File: config.mk
export PLATFORM = sky130hd
export DESIGN_NAME = aes_block_streamer
export DESIGN_NICKNAME = d
export VERILOG_FILES = /design/src/rtl/aes_block_streamer.sv
export SDC_FILE = /design/constraint.sdc
export NUM_CORES = 1
export LEC_CHECK = 0
export ABC_CLOCK_PERIOD_IN_PS = 3600
export CAP_MARGIN = 20
export CELL_PAD_IN_SITES_DETAIL_PLACEMENT = 0
export CELL_PAD_IN_SITES_GLOBAL_PLACEMENT = 2
export CORE_AREA = 5 5 291 293
export CTS_CLUSTER_SIZE = 8
export DETAILED_ROUTE_END_ITERATION = 10
export DIE_AREA = 0 0 296 298
export PLACE_DENSITY = 0.89
export SLEW_MARGIN = 15
export SYNTH_ARGS = -nofsm -noshare
export SYNTH_HDL_FRONTEND = slang
export SYNTH_SLANG_ARGS = --single-unit
File: constraint.sdc
create_clock -name iCLK -period 3.6 [get_ports iCLK]
set_input_delay 0.72 -clock iCLK [delete_from_list [all_inputs] [get_ports iCLK]]
set_output_delay 0.72 -clock iCLK [all_outputs]
set_load 0.01 [all_outputs]
File: src/rtl/aes_block_streamer.sv
// Memory-to-memory block streamer: reads NUM_BLOCKS blocks, runs each through an external cipher core
// and writes the results back. Define AES_CBC_EN for CBC chaining; the default build is ECB.
module aes_block_streamer #(
  parameter int ADDR_W  = 25,
  parameter int DATA_W  = 16,
  parameter int BLOCK_W = 128,
  parameter int RD_LAT  = 2,
  parameter int TIMEOUT = 255
) (
  input  logic               iCLK,
  input  logic               iRST_n,
  input  logic               iSTART,
  input  logic [ADDR_W-1:0]  iSRC_BASE,
  input  logic [ADDR_W-1:0]  iDST_BASE,
  input  logic [15:0]        iNUM_BLOCKS,
  input  logic [BLOCK_W-1:0] iIV,
  output logic [ADDR_W-1:0]  oADDR,
  output logic               oREAD,
  output logic               oWRITE,
  output logic [DATA_W-1:0]  oWRITEDATA,
  input  logic [DATA_W-1:0]  iREADDATA,
  input  logic               iWAITREQ,
  output logic               oC_LD,
  output logic [BLOCK_W-1:0] oC_TEXT_IN,
  input  logic               iC_DONE,
  input  logic [BLOCK_W-1:0] iC_TEXT_OUT,
  output logic               oBUSY,
  output logic               oDONE,
  output logic               oERR,
  output logic [15:0]        oBLK_CNT,
  output logic [3:0]         oSTATE
);

  localparam int WORDS = BLOCK_W / DATA_W;
  localparam int W_W   = (WORDS > 1) ? $clog2(WORDS) : 1;
  localparam int LAT_W = $clog2(RD_LAT + 1);
  localparam int TO_W  = (TIMEOUT > 0) ? $clog2(TIMEOUT + 1) : 1;
  localparam logic [W_W-1:0] LAST_W = W_W'(WORDS - 1);

  typedef enum logic [3:0] {
    S_IDLE    = 4'd0,
    S_RD_REQ  = 4'd1,
    S_RD_WAIT = 4'd2,
    S_LOAD    = 4'd3,
    S_CWAIT   = 4'd4,
    S_WR_REQ  = 4'd5,
    S_WR_GAP  = 4'd6,
    S_NEXT    = 4'd7,
    S_FIN     = 4'd8,
    S_ERR     = 4'd9
  } state_t;

  state_t             r_state;
  logic               r_start_prev;
  logic [ADDR_W-1:0]  r_src;
  logic [ADDR_W-1:0]  r_dst;
  logic [15:0]        r_num;
  logic [W_W-1:0]     r_w;
  logic [LAT_W-1:0]   r_lat;
  logic [TO_W-1:0]    r_to;
  logic [BLOCK_W-1:0] r_blk;
  logic [BLOCK_W-1:0] r_res;

  logic               w_start;
  logic [W_W-1:0]     w_w_nxt;
  logic [15:0]        w_cnt_nxt;
  logic [BLOCK_W-1:0] w_blk_fill;
  logic [BLOCK_W-1:0] w_text_next;

  assign w_start   = iSTART & ~r_start_prev;
  assign w_w_nxt   = r_w + 1'b1;
  assign w_cnt_nxt = oBLK_CNT + 16'd1;
  assign oSTATE    = r_state;

  // Block being assembled, with the word arriving this cycle already in its slot (word 0 = LSBs).
  always_comb begin
    w_blk_fill = r_blk;
    w_blk_fill[r_w*DATA_W +: DATA_W] = iREADDATA;
  end

`ifdef AES_CBC_EN
  logic [BLOCK_W-1:0] r_chain;

  assign w_text_next = w_blk_fill ^ r_chain;

  always_ff @(posedge iCLK) begin
    if (!iRST_n) begin
      r_chain <= '0;
    end else if (r_state == S_IDLE && w_start) begin
      r_chain <= iIV;
    end else if (r_state == S_CWAIT && iC_DONE) begin
      r_chain <= iC_TEXT_OUT;
    end
  end
`else
  logic w_unused_iv;
  assign w_unused_iv = ^iIV;
  assign w_text_next = w_blk_fill;
`endif

  // Handshakes: oREAD/oWRITE are held with stable oADDR/oWRITEDATA until a cycle with iWAITREQ=0,
  // which is the transfer; the cipher gets one oC_LD pulse and answers with one iC_DONE pulse.
  always_ff @(posedge iCLK) begin
    if (!iRST_n) begin
      r_state      <= S_IDLE;
      r_start_prev <= 1'b0;
      r_src        <= '0;
      r_dst        <= '0;
      r_num        <= '0;
      r_w          <= '0;
      r_lat        <= '0;
      r_to         <= '0;
      r_blk        <= '0;
      r_res        <= '0;
      oADDR        <= '0;
      oREAD        <= 1'b0;
      oWRITE       <= 1'b0;
      oWRITEDATA   <= '0;
      oC_LD        <= 1'b0;
      oC_TEXT_IN   <= '0;
      oBUSY        <= 1'b0;
      oDONE        <= 1'b0;
      oERR         <= 1'b0;
      oBLK_CNT     <= '0;
    end else begin
      r_start_prev <= iSTART;
      case (r_state)
        S_IDLE: begin
          if (w_start) begin
            oDONE    <= 1'b0;
            oERR     <= 1'b0;
            oBLK_CNT <= '0;
            oBUSY    <= 1'b1;
            r_src    <= iSRC_BASE;
            r_dst    <= iDST_BASE;
            r_num    <= iNUM_BLOCKS;
            r_w      <= '0;
            if (iNUM_BLOCKS == 16'd0) begin
              r_state <= S_FIN;
            end else begin
              oREAD   <= 1'b1;
              oADDR   <= iSRC_BASE;
              r_state <= S_RD_REQ;
            end
          end
        end
        S_RD_REQ: begin
          if (!iWAITREQ) begin
            oREAD   <= 1'b0;
            r_src   <= r_src + ADDR_W'(1);
            r_lat   <= LAT_W'(1);
            r_state <= S_RD_WAIT;
          end
        end
        S_RD_WAIT: begin
          if (r_lat == LAT_W'(RD_LAT)) begin
            r_blk <= w_blk_fill;
            if (r_w == LAST_W) begin
              r_w        <= '0;
              oC_LD      <= 1'b1;
              oC_TEXT_IN <= w_text_next;
              r_state    <= S_LOAD;
            end else begin
              r_w     <= w_w_nxt;
              oREAD   <= 1'b1;
              oADDR   <= r_src;
              r_state <= S_RD_REQ;
            end
          end else begin
            r_lat <= r_lat + 1'b1;
          end
        end
        S_LOAD: begin
          oC_LD   <= 1'b0;
          r_to    <= '0;
          r_state <= S_CWAIT;
        end
        S_CWAIT: begin
          if (iC_DONE) begin
            r_res      <= iC_TEXT_OUT;
            oWRITE     <= 1'b1;
            oADDR      <= r_dst;
            oWRITEDATA <= iC_TEXT_OUT[DATA_W-1:0];
            r_state    <= S_WR_REQ;
          end else if (r_to == TO_W'(TIMEOUT)) begin
            r_state <= S_ERR;
          end else begin
            r_to <= r_to + 1'b1;
          end
        end
        S_WR_REQ: begin
          if (!iWAITREQ) begin
            oWRITE  <= 1'b0;
            r_dst   <= r_dst + ADDR_W'(1);
            r_state <= S_WR_GAP;
          end
        end
        S_WR_GAP: begin
          if (r_w == LAST_W) begin
            r_w     <= '0;
            r_state <= S_NEXT;
          end else begin
            r_w        <= w_w_nxt;
            oWRITE     <= 1'b1;
            oADDR      <= r_dst;
            oWRITEDATA <= r_res[w_w_nxt*DATA_W +: DATA_W];
            r_state    <= S_WR_REQ;
          end
        end
        S_NEXT: begin
          oBLK_CNT <= w_cnt_nxt;
          if (w_cnt_nxt == r_num) begin
            r_state <= S_FIN;
          end else begin
            oREAD   <= 1'b1;
            oADDR   <= r_src;
            r_state <= S_RD_REQ;
          end
        end
        S_FIN: begin
          oDONE   <= 1'b1;
          oBUSY   <= 1'b0;
          r_state <= S_IDLE;
        end
        S_ERR: begin
          oERR    <= 1'b1;
          oBUSY   <= 1'b0;
          oREAD   <= 1'b0;
          oWRITE  <= 1'b0;
          oC_LD   <= 1'b0;
          r_state <= S_IDLE;
        end
        default: r_state <= S_IDLE;
      endcase
    end
  end

endmodule

# Word-level counts from Yosys, hierarchy flattened
# Index checks and enable logic that the tools add are counted.
[word_totals]
out_inout_bits = 195
register_bits = 531
inputBits = 343
word_cells = 154
[op_classes]
n_reduce_logical = 37
n_addsub = 7
n_mux = 58
shifts = 3
bitwise_logic = 2
n_eq_ne = 27
[op_table]
columns = ["operator", "n"]
rows = [
  ["$mux 25", 11],
  ["$bwmux 128", 1],
  ["$shift 16x34->128 const A", 1],
  ["$shiftx 128x8->16", 1],
  ["$shiftx 16x34->128", 1],
  ["$pmux 25 s5", 1],
  ["$pmux 25 s2", 2],
  ["$pmux 16 s2", 2],
  ["$add 25x1->25 const B", 2],
  ["$mux 16", 3],
  ["$neg 7->34", 1],
  ["$mux 4", 8],
  ["$pmux 4 s8", 1],
  ["$ne 2x2->1 const B", 13],
  ["$reduce_and 3->1", 8],
  ["$reduce_bool 2->1", 10],
  ["$add 16x1->16 const B", 1],
  ["$eq 16x16->1", 1],
  ["$eq 4x3->1 const B", 4],
  ["$logic_not 16->1", 1],
  ["$mux 8", 2],
  ["$pmux 8 s2", 1],
  ["$reduce_and 2->1", 7],
  ["$mux 1", 11],
  ["28 further kinds", 40],
]

# Depth between registers and ports, before layout
[depth]
word_depth = 4
ltp_mapped = 13
depth_no_buf = 9

# Worst setup path before layout
# No wires, ideal clock.
[synth_timing]
kind = "register to register"
startpoint = "reg r_w[0]"
endpoint = "reg oC_TEXT_IN[103]"
setup_time_ns = 0.137
synth_period_minus_slack_ns = 2.932
path_stages_with_launch = 11
required_ns = 3.463
n_path_buf = 2
slack_ns = 0.668
arrival_time_ns = 2.795
cell_sequence = "dfxtp_1 clkbuf_1 inv_1 ha_1 ha_1 nor2_1 nand2_1 nor3_1 buf_2 mux2i_1 a211oi_1"
[synth_via]
elab_chain_cells = 3
elab_cells_between_ends = 6
classes_between = "add/sub: 1; eq/ne: 1; shift: 2; mux: 1; reduce/logical: 1"
[synth_lines]
columns = ["item", "line", "rtl"]
rows = [
  ["start, declared", "58", "logic [W_W-1:0] r_w;"],
  ["start signal, assigned", "164", "r_w <= w_w_nxt;"],
  ["start signal, assigned", "203", "r_w <= w_w_nxt;"],
  ["$neg 7->34", "78", "w_blk_fill[r_w*DATA_W +: DATA_W] = iREADDATA;"],
  ["$shiftx 16x34->128 / $shift 16x34->128 (equally long branches)", "78", ""],
  ["$bwmux 128", "78", ""],
  ["end signal, assigned", "161", "oC_TEXT_IN <= w_text_next;"],
  ["end, declared", "24", "output logic [BLOCK_W-1:0] oC_TEXT_IN,"],
]
# Parallel ways exist; a longest one is shown, timed or not.
# A chain may end at the register's enable or synchronous reset.

# Worst setup path after layout
[layout_timing]
startpoint = "reg oBLK_CNT[4]"
endpoint = "reg oADDR[18]"
[layout_via]
elab_chain_cells = 4
[layout_lines]
columns = ["item", "line", "rtl"]
rows = [
  ["start, declared", "30", "output logic [15:0] oBLK_CNT,"],
  ["start signal, assigned", "211", "oBLK_CNT <= w_cnt_nxt;"],
  ["$add 16x1->16", "72", "assign w_cnt_nxt = oBLK_CNT + 16'd1;"],
  ["$eq 16x16->1", "212", "if (w_cnt_nxt == r_num) begin"],
  ["$ne 2x2->1 (no line)", "--", ""],
  ["$reduce_and 8->1 (no line)", "--", ""],
  ["end signal, assigned", "142", "oADDR <= iSRC_BASE;"],
  ["end signal, assigned", "205", "oADDR <= r_dst;"],
  ["end signal, assigned", "216", "oADDR <= r_src;"],
  ["end, declared", "17", "output logic [ADDR_W-1:0] oADDR,"],
]
# Every way passes these cells.

==> flow_summary.toml <==
[worst_setup_path]
arrival_ns = 3.58
path_cells = "nand3_2 > or4_1 > a21o_1 > a2111o_1 > nor4_4 > buf_4 > nor4_1 > o21bai_1"
worstSetupPathType = "flop to flop"
slowest_delay_ns = 0.58
critPathSlowestCell = "dfxtp_1"
cp-start-kind = "flop"
cp-end-kind = "flop"
crit_required_ns = 4.09
cp_max_fo = 14

[power]
switching_share = 0.264
power_mw = 14.5
p_leak_nw = 10.3
comb_power_share = 0.114
power.switching_mw = 3.83
power_density_nw_per_um2 = 467
ir_drop_uv = 332
pwr-share-seq = 0.429
p_int_mw = 10.7
power_frac_clock = 0.457

[cells_and_area]
drive_gt1_frac = 0.0796
n_fill_cell = 8337
syn_to_final_growth_pct = 32.7
final_nets = 3639
multi_input_area_um2 = 11900
seq_area_um2 = 10600

[synth]
ys_ff_latch = 531
synthCells = 2944
syn-mean-instance-area_um2 = 7.97
async_reset_ff_frac = 0
synth_edf_count = 0
synth_ff_type = "dfxtp_1"
ys_seq_area_frac = 0.453
synth_nets = 3296
ys_warn_count = 0
netlist-cell-type-count = 66
syn-cell-area_um2 = 23500

[route]
vias_per_cell = 4.99
wirelength_um = 84900
drc_errors = 0
wl_per_cell_um = 19.4
antenna_left = 0
firstDrtPassIters = 8
initialDrtViolationCount = 1422
vias = 21800

[sta]
finClkSkew_ns = 0.0256
hold_viol = 0
rsz0062_at_grt = "no"
max_freq_mhz = 323
setup_ws_ns = 0.505
worstMarginPinSlew_ns = 0.928
finalSetupViolCount = 0
fin_setup_tns_ns = 0
finalCriticalPeriod_ns = 3.10
slew_viol_final = 0
period_share = 0.860
slew_headroom = 0.380

[place]
routabilityCongestion = 0.848
preCtsSetupSlack_ns = 0.552
hpwl_um = 58900
io_buffers = 409

[floorplanning]
die_y_um = 298
dieArea_um2 = 88200
fp.coreArea_um2 = 81600
start_util = 0.288
die_w_um = 296
ios = 538
num_rows = 105

[clocking]
root_buffer = "clkbuf_16"
clk_pin_slew_worst_paths_ns = 0.05
cts_resized = 0
cts_sinks = 531
cts_tree = "done"
ctsHtreeMaxLevel = 3
insertion_delay_ns = 0.63
cts_setup_buffers = 0
cts_hold_buffers = 0
numCtsBuffers = 77
clk_path_buf_depth = 3

[flow_run]
drv_cap = 0

[status]
run_status = "complete, no violations"

[grt]
grt_pass1_vias = 21000
grt_use_total = 0.186
antenna_found_initial = 3
grt_pass1_wl_um = 129000
grt_max_degree = 91
grt_remaining_overflow = 0

[hold_path]
hp-class = "flop to flop"
-- power groups by stage --
stage          combinational (mW)  sequential [mW]  clock, mW
6_report                     1.66             6.24       6.64
5_1_grt                      1.81             6.25       7.06
3_5_place_dp                 1.66             6.35          0
2_1_floorplan               0.880             6.31          0
3_3_place_gp                 1.66             6.35          0
4_1_cts                      1.67             6.23       6.83
-- logic make-up after synthesis --
logic type                 synth area share
AOI/OAI and AO/OA                     0.186
xor gates and xnor gates            0.00933
adders and majority gates           0.00480
buffers and inverters                0.0434
DFF                                   0.453
muxes                                0.0850
and+or+nand+nor                       0.218
-- cell usage after synthesis, drive strengths merged, types with 4 or more instances --
master | instances | share of area
clkbuf | 227 | 0.036
nor2 | 283 | 0.045
buf | 24 | 0.0048
nor4 | 30 | 0.0086
inv | 13 | 0.0021
nand3 | 44 | 0.0096
nand2 | 760 | 0.12
xnor2 | 9 | 0.0034
nand2b | 4 | 0.0011
o22ai | 7 | 0.0019
nor3b | 6 | 0.0019
or2 | 9 | 0.0024
a32o | 5 | 0.0021
a22o | 13 | 0.0049
a31oi | 7 | 0.0019
nand4 | 18 | 0.0051
o21bai | 13 | 0.0042
and2 | 13 | 0.0035
a21oi | 381 | 0.081
a311oi | 35 | 0.013
ha | 9 | 0.0048
o21ai | 61 | 0.013
o211ai | 5 | 0.0016
mux4 | 32 | 0.031
nor3 | 31 | 0.0066
or3 | 6 | 0.0016
and3 | 17 | 0.0045
a22oi | 20 | 0.0064
dfxtp | 531 | 0.45
o31ai | 6 | 0.0019
o221a | 5 | 0.0024
nor2b | 9 | 0.0024
a211oi | 125 | 0.040
a21o | 4 | 0.0013
a41oi | 4 | 0.0015
a2bb2oi | 5 | 0.0019
mux2i | 126 | 0.054
xor2 | 16 | 0.0060
-- sequential cells by signal, indices dropped and copies added, names as in the netlist, 3 cells and up --
register and flops:
r_dst 25, oADDR 25, oWRITEDATA 16, r_num 16
oBLK_CNT 16, oC_TEXT_IN 128, r_to 8, r_blk 128
r_src 25, r_w 3, oSTATE 4, r_res 128
-- cell usage in the layout (no fill, tap or decap), types with 13 or more instances in the layout --
cell type        instances
nand2_1                759
dfxtp_1                530
clkdlybuf4s50_1        408
a21oi_1                381
nor2_1                 281
mux2i_1                126
a211oi_1               125
buf_4                   91
clkbuf_16               77
o21ai_0                 59
nand3_1                 43
a311oi_1                35
mux4_2                  32
nor3_1                  29
nor4_1                  27
a22oi_1                 20
and3_1                  17
nand4_1                 17
xor2_1                  16
buf_12                  15
inv_1                   13
o21bai_1                13
a22o_1                  13
-- layout make-up --
class | instances | share of cell area
multi-input cells | 2148 | 0.382
flip-flops and latches | 531 | 0.341
repair buffers | 515 | 0.163
clock buffers | 87 | 0.0641
well taps | 1070 | 0.0430
clock inverters | 7 | 0.00466
inverters | 14 | 0.00193
diodes | 3 | 0.000241
-- path summary, 6_finish.rpt --
path / endpoint / cells past startpoint / start / slack, ns
worst max-delay path: oADDR[18] / 8 / oBLK_CNT[4] / 0.50
worst min-delay path: r_res[102] / 2 / r_res[102] / 0.45
worst max register to register: oADDR[18] / 8 / oBLK_CNT[4] / 0.50
worst min register to register: r_res[102] / 2 / r_res[102] / 0.45
-- metal layers --
metal / track usage / wire [um]
met5: 0 / 0
met3: 0.0396 / 4910
met1: 0.250 / 38400
met4: 0.0536 / 1980
met2: 0.301 / 39600
-- worst max-delay path, delay by kind of cell, from the launching register on --
| kind | cells | cell delay [ns] |
|---|---|---|
| compound gates | 3 | 0.82 |
| buf+inv | 1 | 0.28 |
| flops | 1 | 0.58 |
| simple gates | 4 | 1.28 |
-- per-stage QoR --
| step | util | hold slack (ns) | area (um^2) | std cells |
|---|---|---|---|---|
| finish | 0.382 | 0.448 | 31100 | 4375 |
| global route | 0.382 | 0.467 | 31100 | 4375 |
| CTS | 0.382 | 0.452 | 31100 | 4372 |
| detailed placement | 0.355 | 0.445 | 29000 | 4278 |
| global placement | 0.355 | 0.439 | 29000 | 4278 |
| floorplan | - | 0.433 | 23500 | 2944 |
Power figures use the tool's default switching activity.
